**config.mk**
```make
export PLATFORM = sky130hd
export DESIGN_NAME = writeback_stage
export DESIGN_NICKNAME = d
export VERILOG_FILES = /design/src/rtl/writeback_stage.sv
export SDC_FILE = /design/constraint.sdc
export NUM_CORES = 1
export LEC_CHECK = 0
export BUFFER_PORTS_ARGS = -buffer_cell sky130_fd_sc_hd__buf_2
export CORE_UTILIZATION = 52
export DETAILED_ROUTE_END_ITERATION = 6
export PLACE_DENSITY_LB_ADDON = 0.1
export SLEW_MARGIN = 5
export SYNTH_ARGS = -nofsm -noshare
export SYNTH_HDL_FRONTEND = slang
export SYNTH_SLANG_ARGS = --single-unit
```
**constraint.sdc**
```tcl
create_clock -name clk -period 5.2 [get_ports clk]
set_input_delay 0.52 -clock clk [delete_from_list [all_inputs] [get_ports clk]]
set_output_delay 0.52 -clock clk [all_outputs]
set_load 0.03 [all_outputs]
```
**src/rtl/writeback_stage.sv**
```systemverilog
// writeback_stage: registered MEM/WB stage of the MIPS R2000 core.
// It selects the register-file write data from the ALU result, the load data or the link address.
// It extracts sub-word loads (little-endian) with sign or zero extension.
// It suppresses writes to r0 and writes from misaligned loads.
// stall and flush are honoured, and the stage has one cycle of latency.
// Optional feature: define WB_RETIRE_COUNT_EN to add the retire_count port and its counter.
// WIDTH must be 32 or 64.
module writeback_stage #(
    parameter int WIDTH          = 32,
    parameter int REG_ADDR_WIDTH = 5,
    parameter int LINK_OFFSET    = 8,
    parameter int COUNT_WIDTH    = 32,
    localparam int LANE_WIDTH    = $clog2(WIDTH / 8)
) (
    input  logic                      clk,
    input  logic                      rst,
    input  logic                      stall,
    input  logic                      flush,
    input  logic                      valid_mem,
    input  logic [WIDTH-1:0]          pc_mem,
    input  logic                      rd_mem,
    input  logic [REG_ADDR_WIDTH-1:0] rd_address_mem,
    input  logic [1:0]                src_sel_mem,
    input  logic [WIDTH-1:0]          alu_result_mem,
    input  logic [WIDTH-1:0]          read_data_mem,
    input  logic [1:0]                load_size_mem,
    input  logic                      load_signed_mem,
    input  logic [LANE_WIDTH-1:0]     addr_low_mem,
    output logic                      valid_wb,
    output logic [WIDTH-1:0]          pc_wb,
    output logic                      rd_wb,
    output logic [REG_ADDR_WIDTH-1:0] rd_address_wb,
    output logic [WIDTH-1:0]          rd_data_wb,
    output logic                      misaligned_wb
`ifdef WB_RETIRE_COUNT_EN
    ,
    output logic [COUNT_WIDTH-1:0]    retire_count
`endif
);

    typedef enum logic [1:0] {SRC_NONE, SRC_ALU, SRC_LOAD, SRC_LINK} src_sel_t;
    typedef enum logic [1:0] {SIZE_BYTE, SIZE_HALF, SIZE_WORD, SIZE_DOUBLE} load_size_t;

    logic [WIDTH-1:0]          shifted;
    logic [WIDTH-1:0]          mask;
    logic                      sign_bit;
    logic                      misaligned_load;
    logic [WIDTH-1:0]          load_value;
    logic                      misaligned;
    logic [WIDTH-1:0]          wb_data;
    logic                      write_en;

    logic                      valid_q;
    logic [WIDTH-1:0]          pc_q;
    logic                      write_q;
    logic [REG_ADDR_WIDTH-1:0] rd_address_q;
    logic [WIDTH-1:0]          data_q;
    logic                      misaligned_q;

    // Load extraction: shift the addressed lane down to bit 0, then mask and extend.
    // Shifting by the full byte lane works for every size, because any lane that is not
    // naturally aligned is flagged misaligned and its data is discarded.
    always_comb begin
        // NOTE: every always_comb output gets a default first so no path can infer a latch.
        shifted         = read_data_mem >> {addr_low_mem, 3'b000};
        mask            = '1;
        sign_bit        = shifted[WIDTH-1];
        misaligned_load = 1'b0;
        case (load_size_t'(load_size_mem))
            SIZE_BYTE: begin
                mask     = WIDTH'(64'h0000_0000_0000_00FF);
                sign_bit = shifted[7];
            end
            SIZE_HALF: begin
                mask            = WIDTH'(64'h0000_0000_0000_FFFF);
                sign_bit        = shifted[15];
                misaligned_load = addr_low_mem[0];
            end
            SIZE_WORD: begin
                mask            = WIDTH'(64'h0000_0000_FFFF_FFFF);
                sign_bit        = shifted[31];
                misaligned_load = (addr_low_mem[1:0] != 2'b00);
            end
            default: begin
                // A doubleword load is illegal on a 32-bit datapath.
                misaligned_load = (addr_low_mem != '0) || (WIDTH == 32);
            end
        endcase
        load_value = shifted & mask;
        if (load_signed_mem && sign_bit) begin
            load_value = load_value | ~mask;
        end
    end

    // Write-data select and write qualification for the incoming instruction.
    always_comb begin
        misaligned = (src_sel_t'(src_sel_mem) == SRC_LOAD) && misaligned_load;
        wb_data    = '0;
        case (src_sel_t'(src_sel_mem))
            SRC_ALU:  wb_data = alu_result_mem;
            SRC_LOAD: wb_data = misaligned ? '0 : load_value;
            SRC_LINK: wb_data = pc_mem + WIDTH'(LINK_OFFSET);
            default:  wb_data = '0;
        endcase
        write_en = rd_mem && (rd_address_mem != '0) &&
                   (src_sel_t'(src_sel_mem) != SRC_NONE) && !misaligned;
    end

    // Stage register: flush clears the valid bit, even while stalled. A stall holds the contents.
    always_ff @(posedge clk) begin
        // NOTE: state is updated with non-blocking assignments so every flop samples pre-edge values.
        if (rst) begin
            // NOTE: the data fields are reset as well so that every output reads 0 out of reset.
            valid_q      <= 1'b0;
            pc_q         <= '0;
            write_q      <= 1'b0;
            rd_address_q <= '0;
            data_q       <= '0;
            misaligned_q <= 1'b0;
        end else begin
            if (flush) begin
                valid_q <= 1'b0;
            end else if (!stall) begin
                valid_q <= valid_mem;
            end
            if (!stall) begin
                pc_q         <= pc_mem;
                write_q      <= write_en;
                rd_address_q <= rd_address_mem;
                data_q       <= wb_data;
                misaligned_q <= misaligned;
            end
        end
    end

    // Outputs come from registered state only. stall masks the strobes so that each entry
    // is presented once.
    always_comb begin
        valid_wb      = valid_q && !stall;
        rd_wb         = valid_q && write_q && !stall;
        misaligned_wb = valid_q && misaligned_q && !stall;
        pc_wb         = pc_q;
        rd_address_wb = rd_address_q;
        rd_data_wb    = data_q;
    end

`ifdef WB_RETIRE_COUNT_EN
    // Retire counter: counts every presented instruction, including misaligned ones, and wraps.
    always_ff @(posedge clk) begin
        if (rst) begin
            retire_count <= '0;
        end else if (valid_wb) begin
            retire_count <= retire_count + 1'b1;
        end
    end
`endif

endmodule

```
==> metrics.log, run 1 <==
INFO  metric post_synth_instance_area = 4290 um^2
INFO  metric whs = 0.335 ns
INFO  metric worst_hold_path_type = in -> reg
INFO  metric cts.reportedPaths.clkPinSlew = 0.08 ns
INFO  metric critical_path_class = in -> out
INFO  metric placed_cells_incl_taps = 762
INFO  metric synth.yosys.seq_area_share = 33.6%
INFO  metric vias_in_the_first_global_route = 4198
INFO  metric syn_nets = 626
INFO  metric setup_repair_after_global_routing_missed_its_margin = no
INFO  metric grt_antenna_before_repair = 0
INFO  metric run_status = completed
INFO  metric antenna_left = 0
INFO  metric worst_slack_at_placement = 2.51 ns
INFO  metric clock_sink_count = 72
INFO  metric most_common_library_cells_after_synthesis = 72 x sky130_fd_sc_hd__dfxtp_1, 62 x sky130_fd_sc_hd__nor2_1, 55 x sky130_fd_sc_hd__mux2i_1
INFO  metric maxClockFrequency = 0.405 GHz
INFO  metric floorplan.die.height = 92.8 um
INFO  metric share_seq_of_total_power = 41.7%
INFO  metric synth_top_family_by_area = compound AO/OA/AOI/OAI gates
INFO  metric fin_tns_setup = 0 ns
INFO  metric grt_usage = 32.5%
INFO  metric switching_share = 31.9%
INFO  metric hold_viol_final = 0
INFO  metric async_reset_ff_share = 0%
INFO  metric worst_setup_path_end_kind = output port
INFO  metric numCtsBuffers = 9
INFO  metric synth.top_cell.area_share = 33.6%
INFO  metric firstDrtPassIters = 6
INFO  metric number_of_resized_instances_in_the_post_cts_repair_step = 0
INFO  metric grt_pass1_wl = 21.7 mm
INFO  metric yosys_register_bits = 72
INFO  metric layout-drive-gt1-share = 32.2%
INFO  metric initial_utilization = 54.7%
INFO  metric timing.reg2reg.worst_path_depth = 3
INFO  metric clkLatencyLatePin = 0.34 ns
INFO  metric finalNonFillerCells = 778
INFO  metric htree_levels = 3
INFO  metric postLayoutCellArea = 5420 um^2
INFO  metric critical_path_required = 4.68 ns
INFO  metric max_slew.worst_pin.slew = 1.14 ns
INFO  metric hold_buffers = 0
INFO  metric tritoncts = done
INFO  metric fin_crit = 2.47 ns
INFO  metric detailed_place.area = 5200 um^2
INFO  metric cap_viol_max_count = 0
INFO  metric finish.utilization = 69.1%
INFO  metric ys.warnings.count = 0
INFO  metric globalRoute.totalOverflow = 0
INFO  metric pwr_density_cell = 264 nW/um^2
INFO  metric clockRootBuffer = sky130_fd_sc_hd__clkbuf_8
INFO  metric synth_xor_xnor_area_share = 4.49%
INFO  metric synthesis.instances = 511
INFO  metric setup_fix_buffers_added_after_clock_tree_synthesis = 0
INFO  metric gp_congestion = 0.923
INFO  metric synth_enable_flop_cells = 0
INFO  metric min_path_cells = 2
INFO  metric clock_skew = 0 ns
INFO  metric pwr-share-clk = 35.1%
INFO  metric peakVddDrop = 0.191 mV
INFO  metric portion_of_netlist_area_occupied_by_mux_cells = 15.5%
INFO  metric diodes_inserted = 0
INFO  metric place_hpwl = 10.6 mm
INFO  metric num_io_pins = 186
INFO  metric cts.path.max_buffers = 2
INFO  metric post-route-drc-count = 0
INFO  metric crit_path_max_fanout = 37
INFO  metric startpoint_type = input pin
INFO  metric drt-vias-per-instance = 6.08
INFO  metric total_switching_power = 0.457 mW
INFO  metric core_region_area = 7850 um^2
INFO  metric yosysMostFrequentCell = sky130_fd_sc_hd__dfxtp_1
INFO  metric totalPowerFinal = 1.43 mW
INFO  metric final-max-slew-violation-count = 0
INFO  metric final.fill_count = 696
INFO  metric synth_simple_gate_area_share = 18.8%
INFO  metric io_buffers = 185
INFO  metric synth_compound_area_share = 22.7%
INFO  metric power.leakage = 2.47 nW
INFO  metric fin_ws = 2.73 ns
INFO  metric final.period_utilization = 47.5%
INFO  metric core.rowCount = 32
INFO  metric finalNetCount = 786
INFO  metric crit_arrival = 1.95 ns
INFO  metric yosysTopAreaCell = sky130_fd_sc_hd__dfxtp_1
INFO  metric design.die.area = 8620 um^2
INFO  metric slew_headroom = 23.8%
INFO  metric routedWlPerCell = 18.1 um
INFO  metric synth_area_leaders = sky130_fd_sc_hd__dfxtp_1 34%, sky130_fd_sc_hd__mux2i_1 13%, sky130_fd_sc_hd__nor2_1 5.4%
INFO  metric synth.distinct_cells = 62
INFO  metric logic_gate_share_of_total_power = 23.2%
INFO  metric setup_viol = 0
INFO  metric ys_dominant_reg_cell = sky130_fd_sc_hd__dfxtp_1
INFO  metric detail_route.iter0.violations = 464
INFO  metric vias = 4727
INFO  metric route.final.wire_length = 14.1 mm
INFO  metric die_w = 92.8 um
INFO  metric grt_start_max_net_pins = 63
INFO  metric syn_area_per_cell = 8.40 um^2
INFO  metric syn2layout_area_growth = 26.3%
INFO  metric yosys.area_share.adder = 0.292%
INFO  metric power_report.internal_total = 0.975 mW
sequential cells by signal, indices dropped and copies added (netlist names):
register,count
valid_q,1
misaligned_q,1
rd_data_wb,32
pc_wb,32
rd_address_wb,5
write_q,1
path summary, 6_finish.rpt:
kind,startpoint,to,slack (ns)
hold / removal,flush,valid_q,0.34
hold reg to reg,write_q,write_q,0.47
setup / recovery,stall,rd_wb,2.73
setup reg to reg,rd_data_wb[27],rd_data_wb[27],4.07
critical path: stages:
cell and delay [ns]:
sky130_fd_sc_hd__buf_4 0.35, sky130_fd_sc_hd__buf_4 0.54, sky130_fd_sc_hd__nor2b_1 0.13, sky130_fd_sc_hd__and2_1 0.18
sky130_fd_sc_hd__buf_2 0.17
placed cells by master (no fill, tap or decap), types with 3 or more instances in the layout:
| cell | n |
|---|---|
| sky130_fd_sc_hd__a21oi_1 | 33 |
| sky130_fd_sc_hd__a211oi_1 | 14 |
| sky130_fd_sc_hd__a31oi_1 | 3 |
| sky130_fd_sc_hd__nor4_1 | 8 |
| sky130_fd_sc_hd__o21ai_0 | 24 |
| sky130_fd_sc_hd__a21o_1 | 7 |
| sky130_fd_sc_hd__clkbuf_8 | 9 |
| sky130_fd_sc_hd__buf_4 | 4 |
| sky130_fd_sc_hd__o31ai_1 | 6 |
| sky130_fd_sc_hd__nand2b_1 | 3 |
| sky130_fd_sc_hd__a222oi_1 | 14 |
| sky130_fd_sc_hd__xor2_1 | 11 |
| sky130_fd_sc_hd__nor2b_1 | 10 |
| sky130_fd_sc_hd__buf_2 | 184 |
| sky130_fd_sc_hd__clkinvlp_4 | 3 |
| sky130_fd_sc_hd__mux2i_1 | 55 |
| sky130_fd_sc_hd__and2_1 | 3 |
| sky130_fd_sc_hd__xnor2_1 | 11 |
| sky130_fd_sc_hd__nand4_1 | 8 |
| sky130_fd_sc_hd__inv_1 | 7 |
| sky130_fd_sc_hd__a221o_1 | 4 |
| sky130_fd_sc_hd__nor3_1 | 12 |
| sky130_fd_sc_hd__a221oi_1 | 5 |
| sky130_fd_sc_hd__nand2_1 | 31 |
| sky130_fd_sc_hd__a211o_1 | 4 |
| sky130_fd_sc_hd__nand3_1 | 15 |
| sky130_fd_sc_hd__dfxtp_1 | 72 |
| sky130_fd_sc_hd__mux2_2 | 8 |
| sky130_fd_sc_hd__nor2_1 | 62 |
area by class of cell:
type	count	area, um^2	share of cell area (%)
Multi-Input combinational cell	392	2650	48.9
Inverter	8	30.0	0.554
Timing Repair Buffer	188	951	17.5
Clock buffer	10	128	2.36
Tap cell	102	128	2.36
Sequential cell	72	1440	26.6
Clock inverter	6	91.3	1.69
logic make-up (layout without fill, tap and decap cells):
| family | after synthesis | after routing |
|---|---|---|
| xor gates and xnor gates | 22 | 22 |
| muxes | 64 | 64 |
| AOI/OAI and AO/OA | 138 | 138 |
| and+or+nand+nor | 167 | 167 |
| adders and majority gates | 1 | 1 |
| buffers and inverters | 47 | 212 |
| DFF | 72 | 72 |
power groups by stage:
stage / Clock (mW) / Combinational (mW) / Sequential (mW)
3_3_place_gp: 0 / 0.323 / 0.608
2_1_floorplan: 0 / 0.148 / 0.664
4_1_cts: 0.508 / 0.328 / 0.597
6_report: 0.503 / 0.332 / 0.597
3_5_place_dp: 0 / 0.327 / 0.609
5_1_grt: 0.529 / 0.355 / 0.601
per-layer routing:
layer / wire length, um / track usage (%) / share of wire (%)
met1: 6180 / 45.7 / 44
met3: 1210 / 5.09 / 8.6
met5: 0 / 0 / 0
met2: 6390 / 50.1 / 45
met4: 338 / 11.4 / 2.4
(Power assumes the default switching activity.)
==> run 2, diff against run 1 <==
ABC_AREA = 1   (was not set)
CORE_UTILIZATION = 45   (was 52)
clock period = 2.11 ns   (was 5.2 ns; I/O delays follow)
==> run 2 against run 1 <==
Effect of this change:
- die area is 27% higher
- power grew to 2.5 times the previous value
- non-clock buffer count increased by 13
- clock skew stayed put
- wire length grew 17%
- critical path type is now in -> reg
==> metrics.log, run 2 <==
INFO  metric setup_repair_after_global_routing_missed_its_margin = no
INFO  metric synth_area_leaders = sky130_fd_sc_hd__dfxtp_1 30%, sky130_fd_sc_hd__nand2_1 21%, sky130_fd_sc_hd__nor2_1 8.4%
INFO  metric core_region_area = 10300 um^2 (+31%)
INFO  metric timing.critical_path.slowest_stage_cell = sky130_fd_sc_hd__buf_4
INFO  metric cp_num_buf_inv = 2 (-1)
INFO  metric clockRootBuffer = sky130_fd_sc_hd__clkbuf_8
INFO  metric tritoncts = done
INFO  metric vias_in_the_first_global_route = 5319 (+27%)
INFO  metric gp_congestion = 0.974 (+5.5%)
INFO  metric post-route-drc-count = 0 (unchanged)
INFO  metric fin_tns_setup = 0 ns (unchanged)
INFO  metric critical-path-max-stage-delay = 0.27 ns (-0.27 ns)
INFO  metric syn_area_per_cell = 5.92 um^2 (-30%)
INFO  metric numCtsBuffers = 9 (unchanged)
INFO  metric min-delay-start = rd_address_mem[4]
INFO  metric ys.warnings.count = 0 (unchanged)
INFO  metric critical_path_class = in -> reg
INFO  metric route.final.wire_length = 16.5 mm (+17%)
INFO  metric power_report.internal_total = 2.32 mW (+140%)
INFO  metric critical-path-top-cell-by-count = sky130_fd_sc_hd__nand2_1
INFO  metric async_reset_ff_share = 0% (unchanged)
INFO  metric startpoint_type = input pin
INFO  metric cell_by_cell_trace_of_the_critical_path = buf_2 -> buf_4 -> nand2_1 -> nand3_1 -> nand2_1 -> nand2_1 -> nand2_1 -> nand2_1 -> nand2_1 -> nand3_1 -> nand2_1 -> a21oi_2
INFO  metric initial_utilization = 46.3% (-8.4 points)
INFO  metric firstDrtPassIters = 6 (unchanged)
INFO  metric detail_route.iter0.violations = 411 (-11%)
INFO  metric switching_share = 36.1% (+4.1 points)
INFO  metric drt-vias-per-instance = 5.15 (-15%)
INFO  metric yosys_register_bits = 72 (unchanged)
INFO  metric detailed_place.area = 5730 um^2 (+10%)
INFO  metric final.period_utilization = 66.4%
INFO  metric synth.distinct_cells = 29 (-53%)
INFO  metric grt_usage = 30.3% (-2.2 points)
INFO  metric share_seq_of_total_power = 40.9% (-0.8 points)
INFO  metric pwr_density_cell = 611 nW/um^2 (+130%)
INFO  metric min_delay_worst_endpoint = rd_address_wb[4]
INFO  metric final.fill_count = 1147 (+65%)
INFO  metric final-max-slew-violation-count = 0 (unchanged)
INFO  metric syn2layout_area_growth = 25.1%
INFO  metric maxClockFrequency = 0.714 GHz
INFO  metric synth_enable_flop_cells = 0 (unchanged)
INFO  metric pwr-share-clk = 32.8% (-2.3 points)
INFO  metric power.leakage = 2.90 nW (+18%)
INFO  metric total_switching_power = 1.31 mW (+190%)
INFO  metric worst_hold_path_type = in -> reg
INFO  metric synthesis.instances = 804 (+57%)
INFO  metric grt_start_max_net_pins = 55 (-13%)
INFO  metric fin_crit = 1.40 ns
INFO  metric setup_viol = 0 (unchanged)
INFO  metric io_buffers = 185 (unchanged)
INFO  metric globalRoute.totalOverflow = 0 (unchanged)
INFO  metric slew_headroom = 69.0% (+45 points)
INFO  metric cts.path.max_buffers = 2 (unchanged)
INFO  metric post_synth_instance_area = 4760 um^2 (+11%)
INFO  metric crit_arrival = 1.70 ns (-0.25 ns)
INFO  metric antenna_left = 0 (unchanged)
INFO  metric rr_endpoint = valid_q
INFO  metric worst_setup_path_end_kind = flip-flop
INFO  metric design.die.area = 11000 um^2 (+27%)
INFO  metric yosysMostFrequentCell = sky130_fd_sc_hd__nand2_1
INFO  metric grt_pass1_wl = 26.1 mm (+20%)
INFO  metric place_hpwl = 12.9 mm (+22%)
INFO  metric crit_path_max_fanout = 26 (-30%)
INFO  metric synth.yosys.seq_area_share = 30.3% (-3.3 points)
INFO  metric vias = 5733 (+21%)
INFO  metric clock_sink_count = 72 (unchanged)
INFO  metric hold_viol_final = 0 (unchanged)
INFO  metric timing.reg2reg.setup_slack = 1.22 ns (-2.85 ns)
INFO  metric syn_nets = 919 (+47%)
INFO  metric layout-drive-gt1-share = 26.9% (-5.3 points)
INFO  metric run_status = completed
INFO  metric floorplan.die.height = 105 um (+13%)
INFO  metric critical_path_required = 2.41 ns (-2.27 ns)
INFO  metric htree_levels = 3 (unchanged)
INFO  metric peakVddDrop = 0.456 mV (+140%)
INFO  metric totalPowerFinal = 3.64 mW (+150%)
INFO  metric timing.critical_path.max_delay_family = simple AND/OR/NAND/NOR gates
INFO  metric grt_antenna_before_repair = 0 (unchanged)
INFO  metric postLayoutCellArea = 5950 um^2 (+9.8%)
INFO  metric logic_gate_share_of_total_power = 26.3% (+3.1 points)
INFO  metric timing.reg2reg.worst_path_depth = 2 (-1)
INFO  metric most-common-layout-cells = 265 x sky130_fd_sc_hd__nand2_1, 185 x sky130_fd_sc_hd__buf_2, 105 x sky130_fd_sc_hd__nor2_1
INFO  metric routedWlPerCell = 14.8 um (-18%)
INFO  metric ys_dominant_reg_cell = sky130_fd_sc_hd__dfxtp_1
INFO  metric yosysTopAreaCell = sky130_fd_sc_hd__dfxtp_1
INFO  metric diodes_inserted = 0 (unchanged)
INFO  metric max_slew.worst_pin.slew = 0.465 ns (-0.677 ns)
INFO  metric finish.utilization = 57.9% (-11 points)
INFO  metric min_path_cells = 3 (+1)
INFO  metric synth.top_cell.area_share = 30.3% (-3.3 points)
INFO  metric num_io_pins = 186 (unchanged)
INFO  metric most_common_library_cells_after_synthesis = 265 x sky130_fd_sc_hd__nand2_1, 106 x sky130_fd_sc_hd__nor2_1, 77 x sky130_fd_sc_hd__a21oi_1
INFO  metric layout_commonest_cell = sky130_fd_sc_hd__nand2_1
INFO  metric cap_viol_max_count = 0 (unchanged)
INFO  metric core.rowCount = 37 (+16%)
INFO  metric die_w = 105 um (+13%)
INFO  metric reg2reg_from = valid_q
INFO  metric clock_skew = 0 ns (unchanged)
INFO  metric clkLatencyLatePin = 0.36 ns (+0.02 ns)
INFO  metric cts.reportedPaths.clkPinSlew = 0.09 ns (about the same)
INFO  metric finalNetCount = 1087 (+38%)
## run 2: cell count changes in the layout (fill, tap and decap cells not counted), sizes merged, moves of 12 or more
cell,previous run,this run
a211oi,14,0
a21oi,33,93
a222oi,14,0
buf,188,200
inv,8,56
mux2i,55,0
nand2,31,269
nand3,15,68
nor2,62,118
nor3,12,0
o21ai,24,66
## run 2: layer usage
layer	GRT usage [%]	up-vias	routed length [um]
met4	11.7	0	420
met1	39.7	2561	7560
li1	-	2939	-
met3	5.49	25	994
met2	49.3	208	7540
met5	0	-	0
## run 2: worst reg2reg max path, stage by stage, from the launching register on
cell and delay (ns):
sky130_fd_sc_hd__dfxtp_1 0.37, sky130_fd_sc_hd__inv_1 0.06, sky130_fd_sc_hd__a2111oi_0 0.34
## run 2: kinds of logic (layout without fill, tap and decap cells)
| logic type | count (synthesis) | after routing | synth area share, % |
|---|---|---|---|
| AO/OA/AOI/OAI | 172 | 172 | 20.3 |
| adder cells (fa/ha/maj) | 1 | 1 | 0.263 |
| buffers and inverters | 98 | 271 | 9.31 |
| flip-flops | 72 | 72 | 30.3 |
| AND/OR/NAND/NOR | 461 | 461 | 39.9 |
## run 2: final cells by class
type	instances	area (um^2)	area share (%)
multi-input cells	634	2870	48.3
flip-flops and latches	72	1440	24.2
repair buffers	201	1050	17.6
inverters	54	208	3.49
well taps	136	170	2.86
clock buffers	9	124	2.08
clock inverters	7	85.1	1.43
## run 2: per-stage QoR
stage	worst slack (ns)	std cells	hold slack [ns]
detailed placement	0.378	1096	0.401
floorplan	0.787	804	0.301
global route	0.588	1113	0.102
finish	0.709	1113	0.0988
global placement	0.398	1096	0.393
CTS	0.760	1113	0.0860
## run 2: worst max path at each step
| stage | startpoint | end | slack, ns | depth (start not counted) |
|---|---|---|---|---|
| 6_report | addr_low_mem[0] | rd_data_wb[14] | 0.71 | 12 |
| 5_1_grt | addr_low_mem[0] | rd_data_wb[14] | 0.59 | 12 |
| 4_1_cts | addr_low_mem[0] | rd_data_wb[14] | 0.76 | 12 |
| 3_5_place_dp | addr_low_mem[0] | rd_data_wb[14] | 0.38 | 12 |
| 3_3_place_gp | addr_low_mem[0] | rd_data_wb[14] | 0.40 | 12 |
| 2_1_floorplan | addr_low_mem[0] | rd_data_wb[29] | 0.79 | 12 |
## run 2: power groups by stage
stage	combinational (mW)	clock [mW]	sequential, mW
after floorplan	0.448	0	1.68
after global placement	0.949	0	1.52
after detailed placement	0.947	0	1.52
after CTS	0.952	1.21	1.49
after global routing	1.05	1.27	1.50
final	0.956	1.19	1.49
## run 2: what timing repair did
action	4_1_cts	5_1_grt
resized for setup	0	0
hold endpoints to repair	1	0
hold buffers	1	0
buffers inserted	0	0
